<file path="src/rtl/counter_7sd_pkg.sv">
// rtl/counter_7sd_pkg.sv - shared constants and helpers for the counter_7sd digit
//
// Purpose : digit width, wrap limits and 7-segment patterns ({g,f,e,d,c,b,a},
//           active-high) shared by counter_7sd and seg7_decode.
// Ports   : none (package).
package counter_7sd_pkg;

  localparam int DIGIT_W = 4;
  localparam int SEG_W   = 7;

  localparam logic [DIGIT_W-1:0] MAX_DEC = 4'd9;
  localparam logic [DIGIT_W-1:0] MAX_HEX = 4'd15;

  localparam logic [SEG_W-1:0] SEG_0     = 7'h3F;
  localparam logic [SEG_W-1:0] SEG_1     = 7'h06;
  localparam logic [SEG_W-1:0] SEG_2     = 7'h5B;
  localparam logic [SEG_W-1:0] SEG_3     = 7'h4F;
  localparam logic [SEG_W-1:0] SEG_4     = 7'h66;
  localparam logic [SEG_W-1:0] SEG_5     = 7'h6D;
  localparam logic [SEG_W-1:0] SEG_6     = 7'h7D;
  localparam logic [SEG_W-1:0] SEG_7     = 7'h07;
  localparam logic [SEG_W-1:0] SEG_8     = 7'h7F;
  localparam logic [SEG_W-1:0] SEG_9     = 7'h6F;
  localparam logic [SEG_W-1:0] SEG_A     = 7'h77;
  localparam logic [SEG_W-1:0] SEG_B     = 7'h7C;
  localparam logic [SEG_W-1:0] SEG_C     = 7'h39;
  localparam logic [SEG_W-1:0] SEG_D     = 7'h5E;
  localparam logic [SEG_W-1:0] SEG_E     = 7'h79;
  localparam logic [SEG_W-1:0] SEG_F     = 7'h71;
  localparam logic [SEG_W-1:0] SEG_BLANK = 7'h00;

  // Highest legal digit value for the selected counting mode.
  function automatic logic [DIGIT_W-1:0] max_digit(input logic hex_en);
    return hex_en ? MAX_HEX : MAX_DEC;
  endfunction

endpackage

</file>
<file path="src/rtl/seg7_decode.sv">
// rtl/seg7_decode.sv - combinational 4-bit digit to 7-segment pattern lookup
//
// Purpose : maps a digit to its {g,f,e,d,c,b,a} active-high pattern.
//           With HEX_EN=0, codes 10..15 are not legal digits and decode blank.
// Ports   : digit [3:0] in  - registered digit value
//           data  [6:0] out - segment pattern
module seg7_decode
  import counter_7sd_pkg::*;
#(
  parameter bit HEX_EN = 1'b0
) (
  input  logic [DIGIT_W-1:0] digit,
  output logic [SEG_W-1:0]   data
);

  always_comb begin
    data = SEG_BLANK;
    unique case (digit)
      4'h0: data = SEG_0;
      4'h1: data = SEG_1;
      4'h2: data = SEG_2;
      4'h3: data = SEG_3;
      4'h4: data = SEG_4;
      4'h5: data = SEG_5;
      4'h6: data = SEG_6;
      4'h7: data = SEG_7;
      4'h8: data = SEG_8;
      4'h9: data = SEG_9;
      4'hA: data = SEG_A;
      4'hB: data = SEG_B;
      4'hC: data = SEG_C;
      4'hD: data = SEG_D;
      4'hE: data = SEG_E;
      4'hF: data = SEG_F;
      default: data = SEG_BLANK;
    endcase
    // In decimal mode a code above 9 can only come from a fault; show nothing.
    if (!HEX_EN && (digit > MAX_DEC)) begin
      data = SEG_BLANK;
    end
  end

endmodule

</file>
<file path="src/rtl/counter_7sd.sv">
// rtl/counter_7sd.sv - prescaled up/down single-digit counter with 7-segment output
//
// Purpose : one display digit; counts up or down once every PRESCALE unpaused
//           clocks and drives the segment pattern of the current digit.
// Config  : define COUNTER_7SD_HEX_MODE_EN to count 0..F instead of 0..9.
// Ports   : clock       in  - system clock, rising edge
//           reset       in  - asynchronous, active-low
//           pause       in  - 1 freezes digit and prescaler
//           reverse     in  - 0 count up, 1 count down (sampled on tick)
//           data  [6:0] out - segment pattern {g,f,e,d,c,b,a}, active-high
module counter_7sd
  import counter_7sd_pkg::*;
#(
  parameter int PRESCALE   = 1,
  parameter int PRESCALE_W = 16
) (
  input  logic             clock,
  input  logic             reset,
  input  logic             pause,
  input  logic             reverse,
  output logic [SEG_W-1:0] data
);

`ifdef COUNTER_7SD_HEX_MODE_EN
  localparam bit HEX_EN = 1'b1;
`else
  localparam bit HEX_EN = 1'b0;
`endif

  localparam logic [DIGIT_W-1:0]    DIGIT_MAX    = max_digit(HEX_EN);
  localparam logic [PRESCALE_W-1:0] PRESCALE_TOP = PRESCALE_W'(PRESCALE - 1);

  logic [DIGIT_W-1:0]    digit;
  logic [DIGIT_W-1:0]    digit_next;
  logic [PRESCALE_W-1:0] prescaler;
  logic                  tick;

  assign tick = !pause && (prescaler == PRESCALE_TOP);

  always_ff @(posedge clock or negedge reset) begin
    if (!reset) begin
      prescaler <= '0;
    end else if (tick) begin
      prescaler <= '0;
    end else if (!pause) begin
      prescaler <= prescaler + 1'b1;
    end
  end

  // Out-of-range digits (only reachable by fault) recover to the wrap target
  // of the current direction: 0 going up, DIGIT_MAX going down.
  always_comb begin
    digit_next = digit;
    if (reverse) begin
      if ((digit == '0) || (digit > DIGIT_MAX)) begin
        digit_next = DIGIT_MAX;
      end else begin
        digit_next = digit - 1'b1;
      end
    end else begin
      if (digit >= DIGIT_MAX) begin
        digit_next = '0;
      end else begin
        digit_next = digit + 1'b1;
      end
    end
  end

  always_ff @(posedge clock or negedge reset) begin
    if (!reset) begin
      digit <= '0;
    end else if (tick) begin
      digit <= digit_next;
    end
  end

  seg7_decode #(
    .HEX_EN (HEX_EN)
  ) u_decode (
    .digit (digit),
    .data  (data)
  );

endmodule

</file>
<file path="config.mk">
export PLATFORM = sky130hd
export DESIGN_NAME = counter_7sd
export DESIGN_NICKNAME = d
export VERILOG_FILES = /design/src/rtl/counter_7sd_pkg.sv /design/src/rtl/seg7_decode.sv /design/src/rtl/counter_7sd.sv
export SDC_FILE = /design/constraint.sdc
export NUM_CORES = 1
export LEC_CHECK = 0
export ABC_AREA = 1
export CELL_PAD_IN_SITES_DETAIL_PLACEMENT = 2
export CELL_PAD_IN_SITES_GLOBAL_PLACEMENT = 2
export CORE_ASPECT_RATIO = 2
export CORE_MARGIN = 5
export CORE_UTILIZATION = 29
export DETAILED_ROUTE_END_ITERATION = 6
export GPL_TIMING_DRIVEN = 0
export PLACE_DENSITY_LB_ADDON = 0.1
export SKIP_CTS_REPAIR_TIMING = 1
export SLEW_MARGIN = 20
export SYNTH_ARGS = -nofsm -noshare
export SYNTH_HDL_FRONTEND = slang
export SYNTH_SLANG_ARGS = --single-unit
</file>
<file path="constraint.sdc">
create_clock -name clock -period 1.3 [get_ports clock]
set_input_delay 0.13 -clock clock [delete_from_list [all_inputs] [get_ports clock]]
set_output_delay 0.13 -clock clock [all_outputs]
set_load 0.01 [all_outputs]
</file>
## Word level (Yosys, flattened, before mapping)

Memory sizes are Yosys's and may differ from the RTL's.
Cells that the tools add are included.

- Add/sub/neg operators: 3
- Magnitude comparators: 2
- Equal/unequal tests: 1
- Multiplexer cells: 6
- Reduce and logical (&&, ||, !) cells: 5

Operator list:

| cell | count |
|---|---|
| $mux 16 | 2 |
| $add 16x1->16 const B | 1 |
| $logic_not 16->1 | 1 |
| $mux 4 | 3 |
| $mux 7 | 1 |
| $add 4x1->4 const B | 1 |
| $ge 4x4->1 const B | 1 |
| $gt 4x4->1 const B | 1 |
| $logic_not 4->1 | 1 |
| $sub 4x1->4 const B | 1 |
| $ne 2x1->1 const B | 1 |
| $logic_and 1x1->1 | 1 |
| $logic_not 1->1 | 1 |
| $logic_or 1x1->1 | 1 |

- Register bits after elaboration: 20
- Bits in read-only memories: 112
- Input bits: 4
- Output and inout port bits: 7
- Word-level logic and storage cells: 20
- Memories kept: 1

Memories:

| name | words | bits a word | rd ports | clocked after memory_dff | write ports | RTL line | RTL |
|---|---|---|---|---|---|---|---|
| (no name shown) | 16 | 7 | 1 | 0 | 0 | seg7_decode.sv:18 | `unique case (digit)` |

## Logic depth before layout (Yosys ltp)

Gate-level depths: netlist of the first run.

- Depth after elaboration: 4
- Mapped depth: 10
- Gate-level depth less buffers: 10

## Hierarchy

From an unflattened synthesis of the first run, not the netlist that was laid out.

- Cell total of the unflattened synthesis: 239
- Area total of the unflattened synthesis: 1,619.1 sq um

By module, submodules not included:

| module | instances | cells each | area each (sq um) |
|---|---|---|---|
| counter_7sd | 1 | 188 | 1,351.3 |
| seg7_decode | 1 | 51 | 267.8 |

## Least setup slack after synthesis of the first run

OpenSTA, ideal clock, no wires.

- Path kind: register to output
- Start: register digit[0]
- End: output data[1]
- Data arrival time: 1,382 ps
- Path slack: -212 ps
- Cell stages (with the launch flop): 7
- Buffers on the path: 0
- Path through: dfrtp_1 inv_1 ha_1 nand2_4 nand3_2 inv_1 a211oi_1

- Word-level cells in the longest chain between the ends: 2
- Elaborated cells on any way between the ends: 3
- Classes of those cells: order compare (1); mux (1); memory (1)

RTL lines:

| item | RTL line | RTL |
|---|---|---|
| from (decl) | counter_7sd.sv:33 | `logic [DIGIT_W-1:0] digit;` |
| from (signal assigned) | counter_7sd.sv:73 | `digit <= digit_next;` |
| $mem_v2 16x7 / $gt 4x4->1 (equally long branches) | - |  |
| $mux 7 (*) | seg7_decode.sv:38 | `if (!HEX_EN && (digit > MAX_DEC)) begin` |
| to (decl) | counter_7sd.sv:21 | `output logic [SEG_W-1:0] data` |

Mark *: on every way between the ends. The rest lies on a longest branch, timed or not.

## Worst setup path after layout of the first run

- Start: register digit[0]
- End: output data[6]

The elaborated chain is that of the path after synthesis.

==> flow_metrics.tcl, run 1 <==
set metrics [dict create \
    drt-pass1-iter-count 4 \
    seqPwrFrac_pct 40.9 \
    p_clk_share_pct 21.6 \
    grt_antenna_before_repair 0 \
    area_delta_synth_final_pct 44.8 \
    avgSynthCellArea_um2 6.69 \
    total_power_mw 2.39 \
    drt_iter0_markers 56 \
    crit_chain "buf_4, ha_4, nand2_2, inv_1, nor2_1, o21ai_0, a21oi_1, buf_2" \
    start_util_pct 29.9 \
    cp-start-kind "flip-flop" \
    grt_first_pass_wirelength_mm 8.70 \
    clk_pin_slew_worst_paths_ns 0.08 \
    path_class "reg2out" \
    ys_seq_elements 20 \
    tritoncts "yes" \
    p_per_area_nw_per_um2 1070 \
    fp.dieH_um 113 \
    grt_start_max_net_pins 21 \
    intPower_mw 1.36 \
    cpMaxStageDelayCell "dfrtp_2" \
    yosysSeqAreaShare_pct 32.3 \
    yosysTopAreaCell "dfrtp_1" \
    drive_above_1_share_pct 38.3 \
    finalSetupViolCount 17 \
    syn-num-nets 244 \
    htree_levels 1 \
    critical_path.max_stage_delay_ns 0.47 \
    drc 0 \
    cts_buffers 3 \
    cts-root-buf "clkbuf_8" \
    layout_setup_ws_ns -0.550 \
    arrival_ns 1.72 \
    final_util_pct 43.3 \
    violations "negative setup slack" \
    path_max_fanout 5 \
    hold_violations 0 \
    cp_num_buf_inv 3 \
    finalCritPeriodShare_pct 142 \
    num_antenna_cells 0 \
    switching_share_pct 43.1 \
    core_area_um2 5180 \
    p_switching_mw 1.03 \
    yosys_warnings 0 \
    cts.sinks 20 \
    power.static_leakage_nw 1.05 \
    synthTopCellsByArea "dfrtp_1 (32%), nand2_1 (15%), inv_1 (8.2%)" \
    clk_path_buf_depth 2 \
    ir_drop_v 0.000940 \
    gp_congestion 0.749 \
    num_rows 37 \
    clk_latency_ns 0.28 \
    tightest_slew_ns 0.968 \
    dp_hpwl_mm 4.34 \
    crit_family "flip-flops" \
    wl_mm 6.31 \
    required_ns 1.17 \
    layout.nets 282 \
    pwr-share-comb_pct 37.5 \
    dieArea_um2 7000 \
    ioPinCount 11 \
    drv_slew 0 \
    port_buffers 10 \
    nFillCells 608 \
    grt_pass1_vias 1793 \
    status "finished, violations left" \
    layout.cells.non_filler 327 \
    rsz0062_at_grt "yes" \
    ant_nets 0 \
    grt_usage_pct 16.8 \
    place_inst 300 \
    syn-instance-count 232 \
    pre_cts_ws_ns -0.646 \
    syn_area_um2 1550 \
    end_kind "primary output" \
    vias 1679 \
    min_path_type "in2reg" \
    fin_crit_ns 1.85 \
    drv_cap 0 \
    post_drt_wl_per_cell_um 19.3 \
    synthDistinctLibCells 24 \
    vias_per_cell 5.13 \
    grt_overflow 0 \
    finClkSkew_ns 0.00584 \
    synth_top_area_share_pct 32.3 \
    die_w_um 61.7 \
    fmax_mhz 540 \
    slew_headroom_pct 35.3 \
]
sequential cells by signal (all words and copies together) (netlist names):
name	count
prescaler	16
digit	4
synth_stat cells, drive strengths merged:
| library cell | count |
|---|---|
| nand2 | 65 |
| inv | 38 |
| nor2 | 34 |
| nand3 | 22 |
| dfrtp | 20 |
| ha | 8 |
| nand4 | 8 |
| nor3 | 8 |
| xor2 | 8 |
| a21oi | 7 |
| o21ai | 7 |
| buf | 3 |
| a211oi | 2 |
| o211ai | 2 |
routing by layer:
layer	part of all wire [%]	wire (um)	track usage, %	up-vias
met5	0	0	0	-
met4	3.8	241	8.07	0
met3	1.5	93	1.13	15
met2	62	3890	33.8	24
met1	33	2080	15.3	834
li1	-	-	-	806
layout by cell type, fill, tap and decap left out, types with 4 or more instances in the layout:
master     n
a21oi_1    6
buf_2      6
buf_4     17
buf_6      7
clkbuf_8   4
dfrtp_1   14
dfrtp_2    6
ha_4       6
inv_1     25
inv_2     10
nand2_1   54
nand2_2    8
nand3_1   13
nand3_2    5
nand3_4    4
nand4_1    8
nor2_1    22
nor2_2     5
nor2_4     7
nor3_2     4
o21ai_0    5
xor2_1     8
worst paths after layout:
check / endpoint / from / cells past startpoint / slack, ns
min reg2reg: prescaler[15]$_DFFE_PN0P_ / prescaler[15]$_DFFE_PN0P_ / 3 / 0.60
max in group asynchronous: prescaler[8]$_DFFE_PN0P_ / reset / 1 / 0.26
max reg2reg: digit[3]$_DFFE_PN0N_ / digit[1]$_DFFE_PN0N_ / 10 / -0.24
min in group asynchronous: digit[2]$_DFFE_PN0N_ / reset / 1 / 0.38
max: data[6] / digit[0]$_DFFE_PN0N_ / 8 / -0.55
min: digit[1]$_DFFE_PN0N_ / pause / 4 / 0.31
per-stage QoR:
step / hold WS [ns] / setup TNS (ns) / cell area, um^2
after floorplan: -0.166 / 0 / 1610
after global placement: 0.550 / -8.41 / 1780
after detailed placement: 0.547 / -9.45 / 1780
after CTS: 0.448 / -7.67 / 1840
after global routing: 0.319 / -5.58 / 2250
final: 0.313 / -4.19 / 2250
area by class of cell:
| class | instances | area, um^2 | share of cell area, % |
|---|---|---|---|
| tap | 58 | 72.6 | 3.23 |
| buffer | 3 | 23.8 | 1.06 |
| clock buffer | 4 | 55.1 | 2.45 |
| multi-input combinational | 171 | 1160 | 51.5 |
| inverter | 38 | 155 | 6.91 |
| timing repair buffer | 33 | 275 | 12.3 |
| sequential | 20 | 508 | 22.6 |
logic make-up after synthesis:
logic type | count (synthesis) | share of synthesized area, %
compound gates | 18 | 6.45
buf+inv | 41 | 11.0
flops | 20 | 32.3
simple gates | 137 | 39.3
xor+xnor | 8 | 4.52
fa+ha+maj | 8 | 6.45
worst register-to-register path: cells and delay by family (launching register included):
family	cells	cell delay [ns]
and+or+nand+nor	7	0.56
DFF	1	0.48
buffers and inverters	2	0.24
adders and majority gates	1	0.16
power groups by stage:
stage	Combinational (mW)	Clock (mW)	Sequential, mW
3_3_place_gp	0.529	0	0.904
6_report	0.899	0.517	0.979
4_1_cts	0.554	0.528	0.901
3_5_place_dp	0.543	0	0.913
5_1_grt	0.983	0.561	1.01
2_1_floorplan	0.393	0	0.864
Note: power is estimated with default switching activity, not from simulation.
==> inputs of run 2 (changes only) <==
Settings changed: SETUP_SLACK_MARGIN set to 0.15.
==> flow_metrics.tcl, run 2 (synthesis gave the netlist of run 1 again) <==
set metrics [dict create \
    clk_latency_ns 0.27 \
    wl_mm 6.55 \
    use_met1_pct 14.9 \
    drv_cap 0 \
    cts-root-buf "clkbuf_8" \
    fin_crit_ns 1.75 \
    layout_common_cells "nand2_1 (47), inv_1 (23), nor2_1 (20)" \
    grt_overflow 0 \
    crit_chain "inv_4, ha_4, nand2_4, nand3_4, o21ai_2, nor3_2, buf_2" \
    vias_per_cell 5.10 \
    hp-start "pause" \
    finalSetupViolCount 16 \
    grt_util_met2_pct 36.4 \
    clk_path_buf_depth 2 \
    hold_violations 0 \
    drt_iter0_markers 45 \
    ant_nets 0 \
    met3_usage_pct 1.02 \
    dp_hpwl_mm 4.64 \
    num_antenna_cells 0 \
    rsz0062_at_grt "yes" \
    status "finished, violations left" \
    layout_setup_ws_ns -0.447 \
    area_delta_synth_final_pct 50.6 \
    core_area_um2 5180 \
    layout.nets 284 \
    grt_first_pass_wirelength_mm 8.91 \
    tritoncts "yes" \
    busiest_layer "met2" \
    violations "negative setup slack" \
    min_path_type "in2reg" \
    final_common_cell "nand2_1" \
    cts.sinks 20 \
    ioPinCount 11 \
    drive_above_1_share_pct 45.0 \
    required_ns 1.17 \
    largest_reg_flops 16 \
    grt_start_max_net_pins 21 \
    power.static_leakage_nw 1.08 \
    clk_pin_slew_worst_paths_ns 0.09 \
    vias 1677 \
    cp-start-kind "flip-flop" \
    r2r_start "digit[1]$_DFFE_PN0N_" \
    grt_antenna_before_repair 0 \
    critical_path.max_stage_delay_ns 0.50 \
    num_rows 37 \
    cpMaxStageDelayCell "dfrtp_2" \
    cp_num_buf_inv 2 \
    hold_ws_ns 0.302 \
    port_buffers 10 \
    cts_buffers 3 \
    die_w_um 61.7 \
    p_per_area_nw_per_um2 1180 \
    total_power_mw 2.75 \
    slew_headroom_pct 64.3 \
    gp_congestion 0.780 \
    end_kind "primary output" \
    crit_path_start "digit[1]$_DFFE_PN0N_" \
    grt_usage_pct 17.4 \
    ir_drop_v 0.000726 \
    fp.dieH_um 113 \
    path_max_fanout 7 \
    tightest_slew_ns 0.536 \
    drt-pass1-iter-count 4 \
    htree_levels 1 \
    finalCritPeriodShare_pct 134 \
    dieArea_um2 7000 \
    arrival_ns 1.62 \
    grt_pass1_vias 1766 \
    fmax_mhz 572 \
    drv_slew 0 \
    finClkSkew_ns 0.00662 \
    post_drt_wl_per_cell_um 19.9 \
    drc 0 \
    regMostFlops "prescaler" \
    crit_family "flip-flops" \
    path_class "reg2out" \
    start_util_pct 29.9 \
    top_regs "prescaler x16, digit x4" \
]
[run 2: power breakdown]
part           switching (mW)  total [mW]  internal [mW]
combinational           0.674        1.11          0.437
clock                   0.247       0.659          0.412
sequential              0.221       0.984          0.763
[run 2: final cells by class]
cell class                 instances  area, um^2
tap                               58        72.6
fill                             614        2850
multi-input combinational        171        1200
clock inverter                     1        30.0
sequential                        20         510
inverter                          38         160
clock buffer                       3        41.3
buffer                             3        23.8
timing repair buffer              35         294
[run 2: worst register-to-register path, cell delays in order (launching register included)]
cell and delay [ns]:
dfrtp_2 0.50, inv_4 0.11, ha_4 0.17, nand2_4 0.08, nand3_4 0.11, buf_4 0.15, nand2_1 0.05, nand2_1 0.09
nand2_1 0.08, nor2_1 0.12, nor2_1 0.06
[run 2: final timing paths]
kind	to	slack [ns]	depth (start not counted)
max reg2reg	digit[3]$_DFFE_PN0N_	-0.34	10
min in group asynchronous	prescaler[13]$_DFFE_PN0P_	0.36	2
min	digit[2]$_DFFE_PN0N_	0.30	4
min reg2reg	prescaler[9]$_DFFE_PN0P_	0.59	2
max	data[3]	-0.45	7
max in group asynchronous	prescaler[6]$_DFFE_PN0P_	0.54	2
[run 2: metrics by stage]
stage / area [um^2] / utilization (%) / setup TNS (ns) / instances / setup WS [ns]
CTS: 1900 / 36.6 / -8.29 / 304 / -0.928
floorplan: 1650 / - / 0 / 232 / 0.0524
detailed placement: 1820 / 35.2 / -10.20 / 300 / -0.612
finish: 2340 / 45.1 / -4.22 / 329 / -0.447
global placement: 1820 / 35.2 / -9.27 / 300 / -0.605
global route: 2340 / 45.1 / -5.41 / 329 / -0.500
[run 2: layer usage]
layer  share of wire [%]  wire [um]  vias up
met5                   0          0        -
met4                 4.3        279        0
met3                 1.1         72       14
met2                  62       4060       21
met1                  33       2140      831
li1                    -          -      811
